==> config.mk <==
export PLATFORM = sky130hd
export DESIGN_NAME = ezusb_tx_arbiter_flat
export DESIGN_NICKNAME = d
export VERILOG_FILES = /design/src/rtl/ezusb_tx_arbiter_if.sv /design/src/rtl/ezusb_tx_arbiter.sv /design/src/flat_wrapper.sv
export SDC_FILE = /design/constraint.sdc
export NUM_CORES = 1
export LEC_CHECK = 0
export ABC_CLOCK_PERIOD_IN_PS = 10400
export CORE_AREA = 2 2 74 105
export DETAILED_ROUTE_END_ITERATION = 16
export DIE_AREA = 0 0 76 107
export GPL_TIMING_DRIVEN = 0
export PLACE_DENSITY = 0.82
export REMOVE_ABC_BUFFERS = 1
export SLEW_MARGIN = 20
export SYNTH_ARGS = -nofsm -noshare
export SYNTH_HDL_FRONTEND = slang
export SYNTH_SLANG_ARGS = --single-unit
==> constraint.sdc <==
create_clock -name ifclk -period 10.4 [get_ports ifclk]
set_input_delay 2.08 -clock ifclk [delete_from_list [all_inputs] [get_ports ifclk]]
set_output_delay 2.08 -clock ifclk [all_outputs]
set_load 0.01 [all_outputs]
==> src/rtl/ezusb_tx_arbiter_if.sv <==
// ezusb_tx_arbiter_if: channel-side and EZ-USB-side stream signals of the TX arbiter
interface ezusb_tx_arbiter_if #(parameter int NUM_CH = 4);
  logic [NUM_CH-1:0]    ch_enable;
  logic [16*NUM_CH-1:0] ch_avail;
  logic [16*NUM_CH-1:0] ch_data;
  logic [NUM_CH-1:0]    ch_valid;
  logic [NUM_CH-1:0]    ch_ready;
  logic [15:0]          DI;
  logic                 DI_valid;
  logic                 DI_ready;
  logic [3:0]           grant;
  logic                 busy;
  modport master (
    input  ch_enable, ch_avail, ch_data, ch_valid, DI_ready,
    output ch_ready, DI, DI_valid, grant, busy
  );
  modport slave (
    output ch_enable, ch_avail, ch_data, ch_valid, DI_ready,
    input  ch_ready, DI, DI_valid, grant, busy
  );
endinterface

==> src/rtl/ezusb_tx_arbiter.sv <==
// ezusb_tx_arbiter: round-robin burst scheduler sharing the EZ-USB DI stream between channels
module ezusb_tx_arbiter #(
  parameter int NUM_CH    = 4,
  parameter int MAX_BURST = 256
) (
  input  logic ifclk,
  input  logic reset,
  ezusb_tx_arbiter_if.master bus
);
  localparam int PW = $clog2(NUM_CH);
  typedef enum logic [1:0] {IDLE, HDR, DATA} state_t;
  state_t state, state_n;
  logic [PW-1:0] rr_ptr, g_q, pick, off, rr_n;
  logic [PW:0] sum;
  logic [12:0] rem_q, len_n;
  logic [15:0] hdr_q, pick_av, sel_data;
  logic [NUM_CH-1:0] elig, rot;
  logic sel_valid, found, acc;
  for (genvar i = 0; i < NUM_CH; i++) begin : g_elig
    assign elig[i] = bus.ch_enable[i] && bus.ch_avail[16*i +: 16] != 16'd0;
  end
  // rotate so bit 0 is rr_ptr; lowest set bit is the next channel in round-robin order
  assign rot = NUM_CH'({elig, elig} >> rr_ptr);
  assign found = |elig;
  always_comb begin
    off = '0;
    for (int k = NUM_CH - 1; k >= 0; k--)
      if (rot[k]) off = PW'(k);
    sum = {1'b0, rr_ptr} + {1'b0, off};
    pick = sum >= (PW+1)'(NUM_CH) ? PW'(sum - (PW+1)'(NUM_CH)) : PW'(sum);
    rr_n = pick == PW'(NUM_CH - 1) ? '0 : pick + PW'(1);
    pick_av = '0;
    sel_data = '0;
    sel_valid = 1'b0;
    for (int i = 0; i < NUM_CH; i++) begin
      if (PW'(i) == pick) pick_av = bus.ch_avail[16*i +: 16];
      if (PW'(i) == g_q) begin
        sel_data = bus.ch_data[16*i +: 16];
        sel_valid = bus.ch_valid[i];
      end
    end
    len_n = pick_av > 16'(MAX_BURST) ? 13'(MAX_BURST) : 13'(pick_av);
  end
  assign acc = state == DATA && sel_valid && bus.DI_ready;
  always_comb begin
    state_n = state;
    state_n = state == IDLE ? (found ? HDR : IDLE) :
              state == HDR  ? (bus.DI_ready ? DATA : HDR) :
              (acc && rem_q == 13'd1) ? IDLE : DATA;
  end
  always_ff @(posedge ifclk) begin
    if (reset) begin
      state <= IDLE;
      rr_ptr <= '0;
      g_q <= '0;
      rem_q <= '0;
      hdr_q <= '0;
    end else begin
      state <= state_n;
      if (state == IDLE && found) begin
        g_q <= pick;
        rem_q <= len_n;
        rr_ptr <= rr_n;
        hdr_q <= {4'(pick), 12'(len_n - 13'd1)};
      end else if (acc) begin
        rem_q <= rem_q - 13'd1;
      end
    end
  end
  assign bus.DI = state == HDR ? hdr_q : state == DATA ? sel_data : 16'h0000;
  assign bus.DI_valid = state == HDR || (state == DATA && sel_valid);
  assign bus.ch_ready = acc ? NUM_CH'(1) << g_q : '0;
  assign bus.grant = 4'(g_q);
  assign bus.busy = state != IDLE;
endmodule

==> src/flat_wrapper.sv <==
// flat-port wrapper written by rule: the top's interface ports become plain ports
module ezusb_tx_arbiter_flat 
#(
  parameter int NUM_CH    = 4,
  parameter int MAX_BURST = 256
)
  (ifclk, reset, bus_ch_enable, bus_ch_avail, bus_ch_data, bus_ch_valid, bus_DI_ready, bus_ch_ready, bus_DI, bus_DI_valid, bus_grant, bus_busy);
  ezusb_tx_arbiter_if #(.NUM_CH(NUM_CH)) bus_i ();
  input  logic ifclk;
  input  logic reset;
  input wire logic [$bits(bus_i.ch_enable)-1:0] bus_ch_enable;
  input wire logic [$bits(bus_i.ch_avail)-1:0] bus_ch_avail;
  input wire logic [$bits(bus_i.ch_data)-1:0] bus_ch_data;
  input wire logic [$bits(bus_i.ch_valid)-1:0] bus_ch_valid;
  input wire logic [$bits(bus_i.DI_ready)-1:0] bus_DI_ready;
  output wire logic [$bits(bus_i.ch_ready)-1:0] bus_ch_ready;
  output wire logic [$bits(bus_i.DI)-1:0] bus_DI;
  output wire logic [$bits(bus_i.DI_valid)-1:0] bus_DI_valid;
  output wire logic [$bits(bus_i.grant)-1:0] bus_grant;
  output wire logic [$bits(bus_i.busy)-1:0] bus_busy;
  assign bus_i.ch_enable = bus_ch_enable;
  assign bus_i.ch_avail = bus_ch_avail;
  assign bus_i.ch_data = bus_ch_data;
  assign bus_i.ch_valid = bus_ch_valid;
  assign bus_i.DI_ready = bus_DI_ready;
  assign bus_ch_ready = bus_i.ch_ready;
  assign bus_DI = bus_i.DI;
  assign bus_DI_valid = bus_i.DI_valid;
  assign bus_grant = bus_i.grant;
  assign bus_busy = bus_i.busy;
  ezusb_tx_arbiter #(.NUM_CH(NUM_CH), .MAX_BURST(MAX_BURST)) u_core (.ifclk(ifclk), .reset(reset), .bus(bus_i));
endmodule
==> metrics.yaml, run 1 <==
synth-compound-area-share_pct: 22.9
fin_setup_tns_ns: 0
grt_pass1_vias: 3535
numCtsBuffers: 5
post_cts_resize_count: 0
io_buffers: 162
synth-edff-count: 0
clk_pin_slew_worst_paths_ns: 0.06
layout_min_cycle_time_ns: 8.09
switching_share_pct: 48.0
die_x_um: 76
synth_area_mm2: 0.00302
synthArstFlopShare_pct: 0
ys.flop_type: "dfxtp_1"
n_antenna_cell: 0
synth-simple-area-share_pct: 29.2
leakage_nw: 1.70
pwr-share-clk_pct: 9.6
cap_violations: 0
cp.required_ns: 10.58
synthTopCellsByArea: "dfxtp_1 (21%), mux4_2 (13%), nand2_1 (6.7%), nor2_1 (4.1%), a22o_1 (4.1%)"
setup_viol: 0
syn_to_final_growth_pct: 58.3
slew_violations: 0
cts_sinks: 31
h-tree-depth: 2
root_buffer: "clkbuf_8"
yosys_warnings: 0
grt_pass1_wl_um: 16200
grt_max_degree: 32
period_share_pct: 77.8
synthCells: 380
wirelength_um: 9760
hold_violations: 0
post_cts_buffers: 0
synthXorXnorAreaFrac_pct: 5.22
critPathCaptureType: "flip-flop"
ant_nets: 0
cp.arrival_ns: 8.27
crit_type: "in -> reg"
pwr_density_cell_mw_per_mm2: 231
grt.total_usage_pct: 24.0
place_hpwl_um: 8090
fmax_ghz: 0.124
rsz0062_at_grt: "false"
yosysMostFrequentCell: "nand2_1"
antenna_found_initial: 0
ys_ff_latch: 31
fin_nets: 668
vias_per_cell: 5.63
grt_overflow_total: 0
drc: 0
routedWlPerCell_um: 15.8
switchingPower_mw: 0.530
synthMuxAreaShare_pct: 13.3
clk_latency_ns: 0.29
avgSynthCellArea_um2: 7.95
p_comb_share_pct: 71.7
fin_worst_skew_ns: 0.00825
worstPathMaxFanout: 22
dieArea_mm2: 0.00813
clk_path_buf_depth: 2
max_slew_margin_pct: 28.4
ios: 165
cts_tree: "built"
synthAdderAreaFrac_pct: 3.31
status: "finished clean"
ys_seq_area_share_pct: 20.5
synth_top_family_by_area: "simple AND/OR/NAND/NOR gates"
core-area_mm2: 0.00718
startpoint_type: "primary input"
ctsHoldBuffers: 0
internal-power_mw: 0.574
tightest_slew_ns: 1.07
ir_drop_v: 0.000176
drt_iter0_drc: 209
rows: 37
worst_hold_path_type: "reg -> reg"
place.gp.congestion: 0.875
hold-worst-slack_ns: 0.452
synth_top_area_share_pct: 20.5
seq_power_share_pct: 18.7
synth_largest_area_cell: "dfxtp_1"
synth.cells.most_frequent: "nand2_1 (54), nor2_1 (33), dfxtp_1 (31)"
drtPass1Iterations: 4
drive_above_1_share_pct: 8.62
die-height_um: 107
synth_cell_type_count: 57
num_vias: 3488
initial_core_util_pct: 42.1
## sequential cells by signal (all words and copies together), names as in the netlist
name,flops
u_core.g_q,2
u_core.hdr_q,12
u_core.rem_q,13
u_core.rr_ptr,2
u_core.state,2
## power by group through the flow
| stage | Combinational, mW | Sequential [mW] | Clock (mW) |
|---|---|---|---|
| 3_5_place_dp | 0.783 | 0.210 | 0 |
| 6_report | 0.792 | 0.206 | 0.106 |
| 2_1_floorplan | 0.559 | 0.196 | 0 |
| 5_1_grt | 0.878 | 0.213 | 0.112 |
| 4_1_cts | 0.785 | 0.207 | 0.108 |
| 3_3_place_gp | 0.761 | 0.207 | 0 |
## worst max-delay path, cell delays in order
cell,delay (ns)
clkdlybuf4s50_1,0.40
nor4_1,0.37
nand4_1,0.23
o41ai_2,0.72
nand2_1,0.22
or3b_2,0.25
o221a_2,0.16
o21ai_0,0.08
ha_1,0.25
xor2_1,0.20
ha_1,0.41
nor2_2,0.37
o211ai_1,0.19
a222oi_1,0.45
a31o_2,0.23
and2_1,0.36
nand3_1,0.28
ha_1,0.30
inv_1,0.16
nor2_1,0.07
mux2i_1,0.12
o22ai_1,0.10
a211oi_1,0.26
## final timing paths
check | slack [ns] | depth (start not counted) | to | start
hold reg to reg | 0.45 | 2 | u_core.hdr_q[9] | u_core.hdr_q[9]
setup reg to reg | 5.44 | 17 | u_core.hdr_q[4] | u_core.rr_ptr[0]
setup / recovery | 2.31 | 23 | u_core.hdr_q[4] | bus_ch_avail[61]
hold / removal | 0.45 | 2 | u_core.hdr_q[9] | u_core.hdr_q[9]
## layout make-up
type                       count  area (µm²)
fill                         606        2390
multi-input combinational    312        2270
timing repair buffer         163        1640
sequential                    31         622
tap                           97         121
clock buffer                   7        96.3
inverter                       8        30.0
clock inverter                 1        7.51
## routing by layer
| metal | track usage, % | up-vias | part of all wire, % |
|---|---|---|---|
| met4 | 9.87 | 0 | 3.0 |
| met3 | 5.56 | 19 | 7.8 |
| met5 | 0 | - | 0 |
| li1 | - | 1715 | - |
| met1 | 25.4 | 1591 | 38 |
| met2 | 45.5 | 163 | 51 |
## cells in the final DEF, fill, tap and decap left out, types with 10 or more instances in the layout
cell               n
xnor2_1           11
a22o_1            14
mux4_2            17
nand2_1           54
nor4_1            15
nor2b_1           10
o211ai_1          12
a211oi_1          11
nor3_1            11
nor2_1            33
o21ai_0           14
dfxtp_1           30
clkdlybuf4s50_1  162
## stage by stage
stage,setup WS [ns],std cells,power (mW),instance area (µm²),util [%]
after floorplan,3.77,351,0.755,2900,-
after global placement,2.41,610,0.967,4640,64.6
after detailed placement,2.07,611,0.992,4680,65.2
after CTS,2.35,619,1.10,4790,66.7
after global routing,1.72,619,1.20,4790,66.7
final,2.31,619,1.10,4790,66.7
## kinds of logic after synthesis
kind of cell / Yosys count
flip-flops: 31
other: 1
buffers and inverters: 38
adder cells (fa/ha/maj): 8
XOR/XNOR: 18
AO/OA/AOI/OAI: 90
multiplexers: 19
AND/OR/NAND/NOR: 175
No activity file was read; power rests on OpenSTA's default activity.
==> run 2: changes to the inputs <==
ABC_CLOCK_PERIOD_IN_PS = 6550   (was 10400)
CORE_AREA = 2 2 81 114   (was 2 2 74 105)
DIE_AREA = 0 0 83 116   (was 0 0 76 107)
PLACE_DENSITY = 0.73   (was 0.82)
clock period = 6.55 ns   (was 10.4 ns; I/O delays follow)
==> run 2 against run 1 <==
Effect of this change: flip-flop and latch count unchanged; count of clock-buffer cells in the layout unchanged; clock power increased by 100%; setup slack got worse by 2.1 ns; final cell count increased by 2.7%; core utilization decreased by 8.0 points; clock skew decreased by 0.0047 ns.
==> metrics.yaml, run 2 (synthesis results as in run 1) <==
status: "finished clean"  # unchanged
cts_sinks: 31  # unchanged
place_hpwl_um: 8250  # was 8090 µm
wirelength_um: 10300  # was 9760 µm
top_register: "u_core.rem_q"  # unchanged
clk_path_buf_depth: 2  # unchanged
dieArea_mm2: 0.00963  # was 0.00813 mm²
utilization_pct: 58.7  # was 66.7%
fmax_ghz: 0.158
mostFrequentLayoutCells: "clkdlybuf4s50_1 (161), nand2_1 (52), nor2_1 (33)"  # was clkdlybuf4s50_1 (162), nand2_1 (54), nor2_1 (33)
die-height_um: 116  # was 107 µm
die_x_um: 83  # was 76 µm
drive_above_1_share_pct: 13.6  # was 8.62%
n_antenna_cell: 0  # unchanged
drt_iter0_drc: 189  # was 209
final_common_cell: "clkdlybuf4s50_1"  # unchanged
fin_nets: 677  # was 668
antenna_found_initial: 0  # unchanged
cts_tree: "built"  # unchanged
h-tree-depth: 2  # unchanged
setup_viol: 0  # unchanged
leakage_nw: 1.77  # was 1.70 nW
rows: 40  # was 37
fin_worst_skew_ns: 0.00355  # was 0.00825 ns
clk_pin_slew_worst_paths_ns: 0.05  # was 0.06 ns
ir_drop_v: 0.000266  # was 0.000176 V
routedWlPerCell_um: 16.2  # was 15.8 µm
ctsHoldBuffers: 0  # unchanged
ios: 165  # unchanged
syn_to_final_growth_pct: 66.3  # was 58.3%
vias_per_cell: 5.61  # was 5.63
power_mw: 1.96  # was 1.10 mW
drc: 0  # unchanged
cap_violations: 0  # unchanged
dpl-instance-area_mm2: 0.00470  # was 0.00468 mm²
cp.required_ns: 6.73  # was 10.58 ns
pwr_density_cell_mw_per_mm2: 391  # was 231 mW/mm²
hold_violations: 0  # unchanged
grt_overflow_total: 0  # unchanged
grt_pass1_wl_um: 16000  # was 16200 µm
cp.arrival_ns: 6.50  # was 8.27 ns
place.gp.congestion: 0.851  # was 0.875
grt.total_usage_pct: 20.0  # was 24.0%
largest_reg_flops: 13  # unchanged
crit_type: "in -> reg"  # unchanged
hold-worst-slack_ns: 0.454  # was 0.452 ns
initial_core_util_pct: 35.3  # was 42.1%
core-area_mm2: 0.00856  # was 0.00718 mm²
layout_min_cycle_time_ns: 6.32
root_buffer: "clkbuf_16"  # was clkbuf_8
stdcell_area_mm2: 0.00503  # was 0.00479 mm²
worst_hold_path_type: "reg -> reg"  # unchanged
drtPass1Iterations: 4  # unchanged
top_regs: "u_core.rem_q: 13 flops, u_core.hdr_q: 12 flops"  # unchanged
max_slew_margin_pct: 33.2  # was 28.4%
ant_nets: 0  # unchanged
grt_pass1_vias: 3401  # was 3535
slew_violations: 0  # unchanged
grt_max_degree: 32  # unchanged
io_buffers: 162  # unchanged
startpoint_type: "primary input"  # unchanged
period_share_pct: 96.6
clk_latency_ns: 0.27  # was 0.29 ns
worstPathMaxFanout: 12  # was 22
tightest_slew_ns: 1.00  # was 1.07 ns
num_vias: 3569  # was 3488
numCtsBuffers: 5  # unchanged
critPathCaptureType: "flip-flop"  # unchanged
run 2: cell count changes in the layout (fill, tap and decap cells not counted), sizes merged:
cell           before  now
clkdlybuf4s50     162  161
buf                 1   10
clkinvlp            1    0
clkinv              0    1
clkbuf              7    8
run 2: report_power, final:
group | total, mW | leakage [nW] | switching, mW | internal [mW]
registers | 0.328 | 0.255 | 0.0832 | 0.245
logic | 1.42 | 1.45 | 0.744 | 0.675
clock network | 0.216 | 0.0679 | 0.0760 | 0.140
total | 1.96 | 1.77 | 0.903 | 1.06
run 2: timing repair:
action                     in CTS  in global routing
gates resized for setup        18                  9
pin swaps                       3                 11
setup endpoints to repair       6                  5
buffers inserted                3                  6
run 2: final cells by class:
type | count | area [µm²]
clock buffer | 7 | 133
clock inverter | 1 | 5.00
fill | 747 | 3530
inverter | 8 | 30.0
multi-input combinational | 312 | 2390
sequential | 31 | 622
tap | 105 | 131
timing repair buffer | 172 | 1710
run 2: stage by stage:
stage	TNS [ns]	std cells	setup WS, ns
global placement	-3.52	618	-0.737
CTS	0	630	0.0221
detailed placement	-6.05	619	-1.03
global route	-0.0365	636	-0.0365
finish	0	636	0.225
floorplan	0	351	0.694
run 2: worst max-delay path: stages:
cell and delay [ns]:
clkdlybuf4s50_1 0.44, nor4_1 0.32, nand4_1 0.29, o41ai_4 0.41
nand2_1 0.16, or3b_2 0.23, o221a_2 0.16, o21ai_0 0.11
ha_2 0.26, xor2_2 0.18, buf_4 0.16, ha_4 0.20
nor2_4 0.17, o211ai_1 0.17, a222oi_1 0.46, a31o_2 0.24
and2_4 0.17, nand3_2 0.13, ha_2 0.25, inv_2 0.11
nor2_1 0.06, mux2i_1 0.14, o22ai_1 0.11, a211oi_1 0.26
run 2: worst paths after layout:
check	slack [ns]	startpoint	cells after the start	end
max	0.23	bus_ch_avail[49]	24	u_core.hdr_q[4]
max reg2reg	2.24	u_core.rr_ptr[0]	19	u_core.hdr_q[4]
min	0.45	u_core.hdr_q[9]	2	u_core.hdr_q[9]
min reg2reg	0.45	u_core.hdr_q[9]	2	u_core.hdr_q[9]
run 2: layer usage:
metal  vias up  global-route usage, %  wire length, µm
met5         -                      0                0
met2       186                   38.2             5330
li1       1718                      -                -
met1      1647                   21.5             3880
met4         0                   7.65              287
met3        18                   4.49              811
==> run 3: changes to the inputs <==
MAX_ROUTING_LAYER = met4   (was default)
==> run 3 against run 2 <==
Effect of this change: routed wire length rose by 1.4%; die area did not move; count of clock-buffer cells in the layout rose by 1; largest cell class unchanged; sequential power barely moved; via count did not move; combinational power barely moved; global-route usage rose by 0.85 points; non-clock buffer count fell by 1; critical path depth fell by 1; critical path type unchanged; register-to-register slack got worse by 0.03 ns.
==> metrics.yaml, run 3 (synthesis results as in run 1) <==
status: "finished clean"  # unchanged
antenna_found_initial: 0  # unchanged
hold-worst-slack_ns: 0.458  # was 0.454 ns
crit_end: "u_core.hdr_q[4]"  # unchanged
ir_drop_v: 0.000252  # was 0.000266 V
top_register: "u_core.rem_q"  # unchanged
ant_nets: 0  # unchanged
fin_worst_skew_ns: 0.00468  # was 0.00355 ns
drc: 0  # unchanged
utilization_pct: 59.2  # was 58.7%
power_mw: 1.99  # was 1.96 mW
fin_setup_tns_ns: 0  # unchanged
final_common_cell: "clkdlybuf4s50_1"  # unchanged
reg2reg_depth: 18  # was 19
internal-power_mw: 1.08  # was 1.06 mW
rows: 40  # unchanged
die-height_um: 116  # unchanged
period_share_pct: 96.1  # was 96.6%
clk_latency_ns: 0.28  # was 0.27 ns
reg2reg_from: "u_core.rr_ptr[0]"  # unchanged
startpoint_type: "primary input"  # unchanged
dieArea_mm2: 0.00963  # unchanged
setup_viol: 0  # unchanged
timing.final.ws_setup_ns: 0.256  # was 0.225 ns
routedWlPerCell_um: 16.5  # was 16.2 µm
hold_violations: 0  # unchanged
dpl-instance-area_mm2: 0.00470  # unchanged
top_regs: "u_core.rem_q: 13 flops, u_core.hdr_q: 12 flops"  # unchanged
max_slew_margin_pct: 31.4  # was 33.2%
grt_pass1_wl_um: 16100  # was 16000 µm
dp_cells: 619  # unchanged
crit_type: "in -> reg"  # unchanged
grt_pass1_vias: 3401  # unchanged
fmax_ghz: 0.159  # was 0.158 GHz
stdcell_area_mm2: 0.00506  # was 0.00503 mm²
vias_per_cell: 5.62  # was 5.61
critPathLaunch: "bus_ch_avail[16]"  # was bus_ch_avail[49]
worstPathMaxFanout: 12  # unchanged
cts_sinks: 31  # unchanged
critPathCaptureType: "flip-flop"  # unchanged
syn_to_final_growth_pct: 67.5  # was 66.3%
ios: 165  # unchanged
wirelength_um: 10500  # was 10300 µm
place_hpwl_um: 8290  # was 8250 µm
fin_cells: 635  # was 636
drive_above_1_share_pct: 13.4  # was 13.6%
switching_share_pct: 45.8  # was 46.0%
die_x_um: 83  # unchanged
n_antenna_cell: 0  # unchanged
ctsHoldBuffers: 0  # unchanged
cts_tree: "built"  # unchanged
switchingPower_mw: 0.911  # was 0.903 mW
cp.required_ns: 6.73  # about the same
layout_min_cycle_time_ns: 6.29  # was 6.32 ns
seq_power_share_pct: 16.5  # was 16.7%
leakage_nw: 1.78  # was 1.77 nW
root_buffer: "clkbuf_16"  # unchanged
numCtsBuffers: 5  # unchanged
pwr-share-clk_pct: 12.2  # was 11.0%
worstReg2RegEnd: "u_core.hdr_q[4]"  # unchanged
r2r_setup_slack_ns: 2.21  # was 2.24 ns
pwr_density_cell_mw_per_mm2: 392  # was 391 mW/mm²
cap_violations: 0  # unchanged
place.gp.congestion: 0.837  # was 0.851
slew_violations: 0  # unchanged
mostFrequentLayoutCells: "clkdlybuf4s50_1 (161), nand2_1 (52), nor2_1 (33)"  # unchanged
largest_reg_flops: 13  # unchanged
worst_hold_path_type: "reg -> reg"  # unchanged
fin_nets: 676  # was 677
pre_cts_slack_ns: -1.06  # was -1.03 ns
clk_pin_slew_worst_paths_ns: 0.05  # about the same
h-tree-depth: 2  # unchanged
io_buffers: 162  # unchanged
core-area_mm2: 0.00856  # unchanged
drt_iter0_drc: 152  # was 189
initial_core_util_pct: 35.3  # unchanged
min_from: "u_core.hdr_q[9]"  # unchanged
p_comb_share_pct: 71.2  # was 72.3%
tightest_slew_ns: 1.03  # was 1.00 ns
clk_path_buf_depth: 2  # unchanged
grt_max_degree: 32  # unchanged
drtPass1Iterations: 4  # unchanged
grt_overflow_total: 0  # unchanged
num_vias: 3569  # unchanged
grt.total_usage_pct: 20.9  # was 20.0%
cp.arrival_ns: 6.48  # was 6.50 ns
[run 3: worst min path at each step]
stage | endpoint | cells after the start
after floorplan | u_core.hdr_q[11] | 2
after global placement | u_core.hdr_q[9] | 2
after detailed placement | u_core.hdr_q[9] | 2
after CTS | u_core.hdr_q[9] | 2
after global routing | u_core.hdr_q[9] | 2
final | u_core.hdr_q[9] | 2
[run 3: what timing repair did]
action,CTS,global route
setup endpoints to repair,7,5
gates resized for setup,13,16
pin swaps,2,8
buffers inserted,3,5
[run 3: power by group through the flow]
stage | clock network, mW | registers (mW) | logic, mW
after CTS | 0.246 | 0.330 | 1.30
after global placement | 0 | 0.328 | 1.22
final | 0.243 | 0.329 | 1.42
after global routing | 0.254 | 0.341 | 1.54
after detailed placement | 0 | 0.334 | 1.25
after floorplan | 0 | 0.311 | 0.888
[run 3: area by class of cell]
type | instances | area [µm²]
clock buffer | 8 | 156
fill | 748 | 3490
inverter | 8 | 30.0
multi-input combinational | 312 | 2420
sequential | 31 | 622
tap | 105 | 131
timing repair buffer | 171 | 1700
[run 3: critical path: stages]
cell	delay, ns
clkdlybuf4s50_1	0.44
nor4_2	0.33
nand2_1	0.19
o41a_2	0.54
nor2_1	0.10
a21oi_1	0.07
o221a_2	0.25
o21ai_0	0.09
ha_2	0.33
xor2_4	0.23
ha_4	0.25
nor2b_1	0.14
o21ai_0	0.15
a222oi_1	0.43
a31o_2	0.24
and2_4	0.22
nand3_1	0.18
ha_1	0.30
inv_2	0.12
nor2_1	0.06
mux2i_1	0.13
o22ai_1	0.10
a211oi_1	0.26
[run 3: metal layers]
metal,up-vias,GRT usage (%),share of wire [%]
li1,1722,-,-
met1,1651,22.6,39
met2,176,38.3,52
met3,20,3.70,6.7
met4,0,7.76,2.6
met5,-,-,0
